**config.mk**
```make
export PLATFORM = sky130hd
export DESIGN_NAME = axis_tpg_mp
export DESIGN_NICKNAME = d
export VERILOG_FILES = /design/src/rtl/axis_tpg_pkg.sv /design/src/rtl/tpg_pixel_gen.sv /design/src/rtl/axis_tpg_mp.sv
export SDC_FILE = /design/constraint.sdc
export NUM_CORES = 1
export LEC_CHECK = 0
export ABC_CLOCK_PERIOD_IN_PS = 19750
export BUFFER_PORTS_ARGS = -buffer_cell sky130_fd_sc_hd__buf_2
export CAP_MARGIN = 40
export CORE_MARGIN = 8
export CORE_UTILIZATION = 57
export CTS_CLUSTER_DIAMETER = 150
export CTS_CLUSTER_SIZE = 30
export DETAILED_ROUTE_END_ITERATION = 16
export PLACE_DENSITY = 0.77
export SETUP_SLACK_MARGIN = 0.2
export SLEW_MARGIN = 25
export SYNTH_ARGS = -nofsm -noshare
export SYNTH_HDL_FRONTEND = slang
export SYNTH_SLANG_ARGS = --single-unit
```
**constraint.sdc**
```tcl
create_clock -name clk_i -period 19.75 [get_ports clk_i]
set_input_delay 3.95 -clock clk_i [delete_from_list [all_inputs] [get_ports clk_i]]
set_output_delay 3.95 -clock clk_i [all_outputs]
set_load 0.02 [all_outputs]
```
**src/rtl/axis_tpg_pkg.sv**
```systemverilog
// Shared definitions for the multi-pixel test pattern generator:
// pattern codes, FSM states and the colour-bar lookup.
package axis_tpg_pkg;

    localparam logic [2:0] PAT_SOLID   = 3'd0;
    localparam logic [2:0] PAT_BARS    = 3'd1;
    localparam logic [2:0] PAT_HGRAD   = 3'd2;
    localparam logic [2:0] PAT_VGRAD   = 3'd3;
    localparam logic [2:0] PAT_CHECKER = 3'd4;
    localparam logic [2:0] PAT_RAMP    = 3'd5;
    localparam logic [2:0] PAT_SCROLL  = 3'd6;
    localparam logic [2:0] PAT_ZERO    = 3'd7;

    typedef enum logic [1:0] {
        ST_IDLE   = 2'd0,
        ST_ACTIVE = 2'd1,
        ST_GAP    = 2'd2
    } state_t;

    // Bit k set means channel k (mod 3) is full: white, yellow, cyan, green, magenta, red, blue, black.
    localparam logic [2:0] BAR_LUT [8] = '{3'd7, 3'd6, 3'd3, 3'd2, 3'd5, 3'd4, 3'd1, 3'd0};

    function automatic int min_bits(input int n);
        return (n > 1) ? $clog2(n) : 1;
    endfunction

endpackage

```
**src/rtl/tpg_pixel_gen.sv**
```systemverilog
// Combinational pixel generator: one pixel of NUM_CH channels from its
// coordinates, the frame's pattern configuration and the frame count.
module tpg_pixel_gen
    import axis_tpg_pkg::*;
#(
    parameter int WIDTH      = 1920,
    parameter int HEIGHT     = 1080,
    parameter int PPC        = 2,
    parameter int NUM_CH     = 3,
    parameter int CH_WIDTH   = 8,
    parameter int CHECK_LOG2 = 5,
    parameter int FCNT_WIDTH = 16,
    parameter int XW         = min_bits(WIDTH),
    parameter int YW         = min_bits(HEIGHT)
) (
    input  logic [XW-1:0]              x,
    input  logic [YW-1:0]              y,
    input  logic [2:0]                 sel,
    input  logic [NUM_CH*CH_WIDTH-1:0] solid,
    input  logic [FCNT_WIDTH-1:0]      frame_cnt,
    output logic [NUM_CH*CH_WIDTH-1:0] pixel
);

    localparam int HW = XW + CH_WIDTH;
    localparam int VW = YW + CH_WIDTH;
    localparam int BW = XW + 3;
    localparam int SW = XW + FCNT_WIDTH + 3;
    localparam logic [HW-1:0] W_H = HW'(WIDTH);
    localparam logic [VW-1:0] H_V = VW'(HEIGHT);
    localparam logic [BW-1:0] W_B = BW'(WIDTH);
    localparam logic [SW-1:0] W_S = SW'(WIDTH);

    logic [CH_WIDTH-1:0] hval, vval, sval, rval;
    logic [CH_WIDTH:0]   rsum;
    logic [XW-1:0]       xs;
    logic [2:0]          bar;
    logic                chk;

    always_comb begin
        hval  = CH_WIDTH'((HW'(x) << CH_WIDTH) / W_H);
        vval  = CH_WIDTH'((VW'(y) << CH_WIDTH) / H_V);
        bar   = 3'((BW'(x) << 3) / W_B);
        // Scroll offsets x by PPC pixels per completed frame, wrapping within the line.
        xs    = XW'((SW'(x) + SW'(frame_cnt) * SW'(PPC)) % W_S);
        sval  = CH_WIDTH'((HW'(xs) << CH_WIDTH) / W_H);
        rsum  = {1'b0, hval} + {1'b0, vval};
        rval  = CH_WIDTH'(rsum >> 1);
        chk   = ((((32'(x) ^ 32'(y)) >> CHECK_LOG2) & 32'd1) != 32'd0);
        pixel = '0;
        for (int c = 0; c < NUM_CH; c++) begin
            case (sel)
                PAT_SOLID:   pixel[c*CH_WIDTH +: CH_WIDTH] = solid[c*CH_WIDTH +: CH_WIDTH];
                PAT_BARS:    pixel[c*CH_WIDTH +: CH_WIDTH] = BAR_LUT[bar][c%3] ? '1 : '0;
                PAT_HGRAD:   pixel[c*CH_WIDTH +: CH_WIDTH] = hval;
                PAT_VGRAD:   pixel[c*CH_WIDTH +: CH_WIDTH] = vval;
                PAT_CHECKER: pixel[c*CH_WIDTH +: CH_WIDTH] = chk ? '1 : '0;
                PAT_RAMP:    pixel[c*CH_WIDTH +: CH_WIDTH] = (c == 0) ? rval :
                                                             (c == 1) ? vval :
                                                             (c == 2) ? hval : '0;
                PAT_SCROLL:  pixel[c*CH_WIDTH +: CH_WIDTH] = sval;
                default:     pixel[c*CH_WIDTH +: CH_WIDTH] = '0;
            endcase
        end
    end

endmodule

```
**src/rtl/axis_tpg_mp.sv**
```systemverilog
// Multi-pixel AXI4-Stream test pattern generator: repeats frames while enabled,
// inserts an idle gap between frames and holds each beat until accepted.
//   state  | meaning
//   IDLE   | no output; waiting for en_i
//   ACTIVE | streaming beats of the current frame
//   GAP    | FRAME_GAP idle cycles before the next frame
module axis_tpg_mp
    import axis_tpg_pkg::*;
#(
    parameter int WIDTH      = 1920,
    parameter int HEIGHT     = 1080,
    parameter int PPC        = 2,
    parameter int NUM_CH     = 3,
    parameter int CH_WIDTH   = 8,
    parameter int CHECK_LOG2 = 5,
    parameter int FRAME_GAP  = 16,
    parameter int FCNT_WIDTH = 16
) (
    input  logic                           clk_i,
    input  logic                           rst_i,
    input  logic                           en_i,
    input  logic [2:0]                     sel_i,
    input  logic [NUM_CH*CH_WIDTH-1:0]     solid_color_i,
    output logic                           m_axis_tvalid_o,
    input  logic                           m_axis_tready_i,
    output logic [PPC*NUM_CH*CH_WIDTH-1:0] m_axis_tdata_o,
    output logic                           m_axis_tlast_o,
    output logic                           m_axis_tuser_o,
    output logic [FCNT_WIDTH-1:0]          frame_cnt_o
);

    localparam int PW    = NUM_CH * CH_WIDTH;
    localparam int BEATS = WIDTH / PPC;
    localparam int XBW   = min_bits(BEATS);
    localparam int XW    = min_bits(WIDTH);
    localparam int YW    = min_bits(HEIGHT);
    localparam int GW    = min_bits(FRAME_GAP);
    localparam logic [XBW-1:0] XB_MAX   = XBW'(BEATS - 1);
    localparam logic [YW-1:0]  Y_MAX    = YW'(HEIGHT - 1);
    localparam logic [GW-1:0]  GAP_LAST = GW'((FRAME_GAP > 0) ? FRAME_GAP - 1 : 0);

    state_t              state, state_nxt;
    logic [XBW-1:0]      xb, ld_xb;
    logic [YW-1:0]       y, ld_y;
    logic [GW-1:0]       gap_cnt;
    logic [2:0]          sel_q, ld_sel;
    logic [PW-1:0]       solid_q, ld_solid;
    logic [FCNT_WIDTH-1:0] ld_fc;
    logic [PPC*PW-1:0]   pix;
    logic hit, last_beat, gap_done;
    logic start_frame, advance, frame_done, load;

    assign hit       = m_axis_tvalid_o & m_axis_tready_i;
    assign last_beat = (xb == XB_MAX) && (y == Y_MAX);
    assign gap_done  = (gap_cnt == GAP_LAST);
    assign load      = start_frame | advance;

    always_ff @(posedge clk_i) begin
        if (rst_i) state <= ST_IDLE;
        else       state <= state_nxt;
    end

    always_comb begin
        state_nxt = state;
        case (state)
            ST_IDLE:   if (en_i) state_nxt = ST_ACTIVE;
            ST_ACTIVE: if (hit && last_beat) begin
                           if (!en_i)               state_nxt = ST_IDLE;
                           else if (FRAME_GAP == 0) state_nxt = ST_ACTIVE;
                           else                     state_nxt = ST_GAP;
                       end
            ST_GAP:    if (gap_done) state_nxt = en_i ? ST_ACTIVE : ST_IDLE;
            default:   state_nxt = ST_IDLE;
        endcase
    end

    always_comb begin
        start_frame = 1'b0;
        advance     = 1'b0;
        frame_done  = 1'b0;
        case (state)
            ST_IDLE:   start_frame = en_i;
            ST_ACTIVE: if (hit) begin
                           if (last_beat) begin
                               frame_done  = 1'b1;
                               start_frame = en_i && (FRAME_GAP == 0);
                           end else begin
                               advance = 1'b1;
                           end
                       end
            ST_GAP:    start_frame = gap_done && en_i;
            default:   ;
        endcase
    end

    // Coordinates and configuration of the beat about to be loaded.
    always_comb begin
        ld_sel   = sel_q;
        ld_solid = solid_q;
        ld_fc    = frame_cnt_o;
        ld_xb    = xb + 1'b1;
        ld_y     = y;
        if (start_frame) begin
            ld_xb    = '0;
            ld_y     = '0;
            ld_sel   = sel_i;
            ld_solid = solid_color_i;
            ld_fc    = frame_done ? frame_cnt_o + 1'b1 : frame_cnt_o;
        end else if (xb == XB_MAX) begin
            ld_xb = '0;
            ld_y  = y + 1'b1;
        end
    end

    for (genvar p = 0; p < PPC; p++) begin : g_pix
        logic [XW-1:0] px;
        assign px = XW'(ld_xb) * XW'(PPC) + XW'(p);
        tpg_pixel_gen #(
            .WIDTH(WIDTH), .HEIGHT(HEIGHT), .PPC(PPC), .NUM_CH(NUM_CH),
            .CH_WIDTH(CH_WIDTH), .CHECK_LOG2(CHECK_LOG2), .FCNT_WIDTH(FCNT_WIDTH)
        ) u_pix (
            .x(px), .y(ld_y), .sel(ld_sel), .solid(ld_solid),
            .frame_cnt(ld_fc), .pixel(pix[p*PW +: PW])
        );
    end

    always_ff @(posedge clk_i) begin
        if (rst_i) begin
            xb              <= '0;
            y               <= '0;
            gap_cnt         <= '0;
            sel_q           <= '0;
            solid_q         <= '0;
            frame_cnt_o     <= '0;
            m_axis_tvalid_o <= 1'b0;
            m_axis_tdata_o  <= '0;
            m_axis_tlast_o  <= 1'b0;
            m_axis_tuser_o  <= 1'b0;
        end else begin
            if (load) begin
                xb              <= ld_xb;
                y               <= ld_y;
                sel_q           <= ld_sel;
                solid_q         <= ld_solid;
                m_axis_tvalid_o <= 1'b1;
                m_axis_tdata_o  <= pix;
                m_axis_tlast_o  <= (ld_xb == XB_MAX);
                m_axis_tuser_o  <= (ld_xb == '0) && (ld_y == '0);
            end else if (frame_done) begin
                m_axis_tvalid_o <= 1'b0;
            end
            if (frame_done) frame_cnt_o <= frame_cnt_o + 1'b1;
            if (state == ST_GAP) gap_cnt <= gap_cnt + 1'b1;
            else                 gap_cnt <= '0;
        end
    end

endmodule
```
# Yosys cells after proc, flatten, opt, wreduce, memory -nomap -nowiden
# Memory sizes are Yosys's and may differ from the RTL's.
# Index checks and enable logic that the tools add are counted.
[classes]
n_addsub = 9
n_div = 9
n_lt_le_gt_ge = 2
n_eq_ne = 15
muxes = 41
n_bitwise = 7
reduce_logical = 13
[ops]
columns = ["cell", "count"]
rows = [
  ["8-bit one-hot mux with 6 select lines", 4],
  ["8-bit one-hot mux with 7 select lines", 2],
  ["19-bit by 11-bit divider with 19-bit output (second input constant)", 5],
  ["8-bit 2-to-1 mux", 8],
  ["30-bit by 11-bit modulo with 30-bit output (second input constant)", 2],
  ["11-bit by 17-bit adder with 18-bit output", 2],
  ["16-bit 2-to-1 mux", 2],
  ["14-bit by 11-bit divider with 14-bit output (second input constant)", 2],
  ["24-bit 2-to-1 mux", 1],
  ["11-bit by 1-bit adder with 11-bit output (second input constant)", 2],
  ["11-bit 2-to-1 mux", 2],
  ["10-bit == test (second input constant)", 2],
  ["10-bit 2-to-1 mux", 2],
  ["8-bit by 8-bit adder with 9-bit output", 2],
  ["16-bit by 1-bit adder with 16-bit output (second input constant)", 1],
  ["3-bit 2-to-1 mux", 5],
  ["6-bit XOR", 2],
  ["11-bit == test (second input constant)", 1],
  ["11-bit zero test", 1],
  ["10-bit by 1-bit adder with 10-bit output (second input constant)", 1],
  ["10-bit zero test", 1],
  ["3-bit == test (second input constant)", 3],
  ["1-bit 2-to-1 mux", 9],
  ["4-bit >= comparator (second input constant)", 2],
  ["other kinds (20)", 32],
]
[totals]
ff_bits = 121
rom_bits = 48
in_bits = 31
out_inout_bits = 67
elab_cells = 109
n_memories = 2
[memory_table]
columns = ["name", "words", "width", "rd", "rd_ports_with_merged_regs", "wr", "line_no", "source"]
rows = [
  ["(name not given)", 8, 3, 1, 0, 0, "tpg_pixel_gen.sv:53", "PAT_BARS: pixel[c*CH_WIDTH +: CH_WIDTH] = BAR_LUT[bar][c%3] ? '1 : '0;"],
  ["(name not given)", 8, 3, 1, 0, 0, "tpg_pixel_gen.sv:53", ""],
]

# Depth between registers and ports, before layout
[depth]
word_depth = 12
ltp_mapped = 53
ltp_nobuf = 48

# Hierarchy
# A second synthesis with hierarchy kept.
[unflattened]
hier_cells = 2761
hier_area_um2 = 19467.4
[by_module_without_submodules]
columns = ["module", "n_inst", "cells_each", "area_each_um2", "seq_area_each_um2"]
rows = [
  ["tpg_pixel_gen at g_pix[1].u_pix", 1, 1033, 7110.6, 0.0],
  ["tpg_pixel_gen at g_pix[0].u_pix", 1, 1010, 6988.0, 0.0],
  ["axis_tpg_mp", 1, 718, 5368.9, 2422.3],
]

# Worst setup path before layout
# OpenSTA, ideal clock, no wires.
[synth_path]
path_type = "input-to-reg"
startpoint = "input en_i"
endpoint = "register m_axis_tdata_o[0]"
setup_ps = 125
arrival_ps = 14291
required_ps = 19625
setup_slack_ps = 5333
path_stages = 42
n_path_buf = 7
cell_sequence = "inv_1 a211oi_2 clkbuf_1 clkbuf_1 clkbuf_1 clkbuf_1 buf_1 nor2_1 ha_1 o211ai_1 o21ai_0 a221oi_1 o21ai_0 a211oi_1 nor3_1 o21ai_1 mux2i_1 or2_2 [... 6 more ...] a31oi_1 nor2_1 o31ai_1 buf_2 nand4_1 o32ai_1 mux2i_1 a21boi_2 nor3_1 o21ai_1 nor2b_1 inv_1 ha_1 nand2b_1 nand4b_1 o211ai_1 a2111oi_2 o21ai_1"
[synth_via]
elab_chain_cells = 10
word_cells_on_any_way = 30
cone_classes = "add/sub: 2; div: 5; eq/ne: 6; mux: 11; bitwise: 3; reduce/logical: 2; memory: 1"
[synth_rtl]
columns = ["item", "line_no", "source"]
rows = [
  ["from (decl)", "axis_tpg_mp.sv:21", "input logic en_i,"],
  ["1-bit logical AND", "axis_tpg_mp.sv:91", "ST_GAP: start_frame = gap_done && en_i;"],
  ["1-bit one-hot mux with 2 select lines (*)", "axis_tpg_mp.sv:81", "case (state)"],
  ["10-bit 2-to-1 mux (*)", "axis_tpg_mp.sv:103", "if (start_frame) begin"],
  ["via g_pix[0].px[7]", "axis_tpg_mp.sv:116", "logic [XW-1:0] px;"],
  ["branches (longest 6 deep; another with 30-bit by 11-bit modulo with 30-bit output)", "-", ""],
  ["8-bit one-hot mux with 7 select lines (*)", "tpg_pixel_gen.sv:51", "case (sel)"],
  ["to (signal assigned)", "axis_tpg_mp.sv:146", "m_axis_tdata_o <= pix;"],
  ["to (decl)", "axis_tpg_mp.sv:26", "output logic [PPC*NUM_CH*CH_WIDTH-1:0] m_axis_tdata_o,"],
]
# Mark *: on every way through the listed nets, which the timed path passes. The select of a mux whose other input is x is not followed.
# A chain may end at the register's enable or synchronous reset.

# Worst setup path in the final report
[layout_path]
startpoint = "input en_i"
endpoint = "register m_axis_tdata_o[7]"
[layout_via]
elab_chain_cells = 10
word_cells_on_any_way = 30
cone_classes = "add/sub: 2; div: 5; eq/ne: 6; mux: 11; bitwise: 3; reduce/logical: 2; memory: 1"
[layout_rtl]
columns = ["item", "line_no"]
rows = [
  ["1-bit logical AND", "axis_tpg_mp.sv:91"],
  ["1-bit one-hot mux with 2 select lines (*)", "axis_tpg_mp.sv:81"],
  ["branches (longest 8 deep; another with 30-bit by 11-bit modulo with 30-bit output)", "-"],
]
# Every way passes the cells marked *. The select of a mux whose other input is x is not followed.

==> results.md <==
* CTS sink count at 121
* Worst path arrival time at 15.13 ns
* RSZ-0062 raised after global routing: no
* Die height at approximately 160 um
* Vias in the first global route at 11811
* Root Buffer: clkbuf_16
* Worst rel slew slack at 0.390
* CTS buffer count at 17
* Cells after synthesis at ~1600
* DRC viols at 0
* Fin. Hold Viols at 0
* FP Rows at 52
* H-tree depth at 4
* Syn_area_per_cell at approximately 7.3 um^2
* Lkg Pwr at between 5 and 6 nW
* Async SR Flop Fraction at 0
* Crit path max fanout at 19
* Area Overhead vs Synth at 11.1%
* Via Count at 12908
* Max clock buf depth at 2
* Routed length per instance at 19.4 um
* Die Width at 160 um
* Worst Tran Pin Value at between 0.9 and 1 ns
* Top cell type's share of synthesized area at 0.205
* Final setup violation count at 0
* Leading area contributor after synthesis: dfxtp_1
* GPL Wtd Cong at between 0.9 and 1
* Remaining antenna violation count at 0
* Detailed Route WL at 38200 um
* Clk_lat worst skew at ~0.43 ns
* CTS clk-pin slew, worst paths at ~0.060 ns
* Core Area at just over 0.02 mm^2
* Initial Util at 0.583
* CP Launch Type: input port
* Critical path's slowest cell: a211o_1
* First-pass iteration count of the detailed router at 6
* Post-synth EDFFs at 0
* Via-to-Cell Ratio at 6.56
* Pwr per Cell Area at roughly 55 mW/mm^2
* Placed cell area at 0.0125 mm^2
* Sequential share of the synthesized area at 0.205
* Worst Path Required at 20.03 ns
* Maximum clock frequency at ~0.067 GHz
* I/O Pins at 98
* Yosys warnings at 0
* CTS Hold Bufs at 0
* Fin Setup TNS at 0 ns
* Worst hold path type: flip-flop to flip-flop
* Layout cells sized above 1 at 0.125
* Pin count of the biggest net entering global routing at 70
* WS Path Type: input port to flip-flop
* DP HPWL at 28900 um
* Max_cap viols at 0
* Max stage delay on crit path at 0.67 ns
* Cell area after synthesis at about 0.012 mm^2
* GRT Total Usage at 0.283
* Clock skew at 0.0125 ns
* Grt ovf at 0
* Post-synth cell types at 112
* CP Capture Type: flip-flop
* CP dominant cell by count: a21oi_1
* Most used standard cell by instance count after synthesis: nand2_1
* Cell area after layout at 0.0131 mm^2
* Post-CTS sizing at 0
* # nets final at 1756
* Commonest cells post-synth: 193 x nand2_1, 185 x nor2_1, 151 x a21oi_1
* 1st-iter DRT viols at 1366
* Min Tclk post-route at 14.85 ns
* Worst hold slack at 0.451 ns
* IO Port Bufs at 97
* Die ar. at about 0.026 mm^2
* Yosys reg bits at 121
* VDD IR max at 0.0000530 V
* Ranking of synthesized cells by area: dfxtp_1 20%, a21oi_1 6.4%, nand2_1 6.1%, nor2_1 5.9%, xnor2_1 4.2%
* Initial antenna violation count at 0
* Commonest register cell after synthesis: dfxtp_1
* Max Slew Vio Count at 0
* Post-CTS setup buffers at 0
* CTS tree: yes
* Wire length of the first global-routing pass at 60900 um
* ANT cells at 0
* Status: finished clean
* Crit share post-route at 0.752
through the flow:
| stage | total power [mW] | setup WS (ns) | cells | util |
|---|---|---|---|---|
| finish | 0.721 | 4.90 | 1968 | 0.647 |
| global route | 0.743 | 4.11 | 1968 | 0.647 |
| CTS | 0.720 | 4.91 | 1965 | 0.645 |
| detailed placement | 0.371 | 4.50 | 1933 | 0.613 |
| global placement | 0.370 | 4.88 | 1931 | 0.613 |
| floorplan | 0.335 | 5.33 | 1629 | - |
path summary, 6_finish.rpt:
path	from	to	slack, ns	depth (start not counted)
max	en_i	m_axis_tdata_o[7]	4.90	46
min	m_axis_tdata_o[19]	m_axis_tdata_o[19]	0.45	2
max reg2reg	xb[0]	m_axis_tdata_o[7]	7.36	47
min reg2reg	m_axis_tdata_o[19]	m_axis_tdata_o[19]	0.45	2
routing by layer:
| metal | wire [um] | global-route usage | vias to the layer above |
|---|---|---|---|
| li1 | - | - | 6203 |
| met1 | 16900 | 0.367 | 6035 |
| met2 | 17500 | 0.461 | 578 |
| met3 | 2590 | 0.0470 | 92 |
| met4 | 1220 | 0.106 | 0 |
| met5 | 0 | 0 | - |
cell usage in the layout (no fill, tap or decap), drive strengths merged, types with 12 or more instances in the layout:
cell / instances
nor4: 21
nor2b: 13
o21ai: 103
buf: 110
nor3: 47
or2: 14
inv: 44
a211oi: 29
a21oi: 156
nand2: 193
or3: 19
nand3: 46
a311oi: 12
xor2: 32
dfxtp: 121
and3: 18
a21boi: 12
o21a: 18
ha: 37
a21o: 23
o211ai: 25
a31oi: 21
o31ai: 23
mux2i: 45
xnor2: 57
and2: 22
nand4: 25
clkbuf: 19
nor2: 185
cell families (layout without fill, tap and decap cells):
kind of cell | Yosys count | count (layout) | share of synthesized area
AO/OA/AOI/OAI | 562 | 562 | 0.332
multiplexers | 53 | 53 | 0.0460
XOR/XNOR | 90 | 90 | 0.0678
AND/OR/NAND/NOR | 641 | 641 | 0.264
buffers and inverters | 119 | 188 | 0.0399
other | 1 | 2 | 0.000317
adder cells (fa/ha/maj) | 41 | 41 | 0.0451
flip-flops | 121 | 121 | 0.205
report_power, final:
part	internal, mW	switching, mW	leakage (nW)
Sequential	0.257	0.00629	0.984
Combinational	0.0322	0.0746	4.01
Clock	0.225	0.126	0.311
final cells by class:
type / instances / area (um^2)
Multi-Input combinational cell: 1389 / 8950
Tap cell: 270 / 338
Sequential cell: 121 / 2420
Clock inverter: 14 / 223
Timing Repair Buffer: 111 / 604
Clock buffer: 18 / 429
Inverter: 45 / 169
Fill cell: 1848 / 7160
sequential cells by signal, summed over array words and instances, names as in the netlist:
register,flops
frame_cnt_o,16
gap_cnt,4
m_axis_tdata_o,48
m_axis_tlast_o,1
m_axis_tuser_o,1
m_axis_tvalid_o,1
sel_q,3
solid_q,24
state,2
xb,10
y,11
critical path, delay by kind of cell:
| kind | cells | cell delay (ns) |
|---|---|---|
| AO/OA/AOI/OAI | 27 | 7.36 |
| AND/OR/NAND/NOR | 8 | 1.87 |
| adder cells (fa/ha/maj) | 4 | 1.10 |
| buffers and inverters | 5 | 0.44 |
| XOR/XNOR | 2 | 0.40 |
No activity file was read; power rests on OpenSTA's default activity.
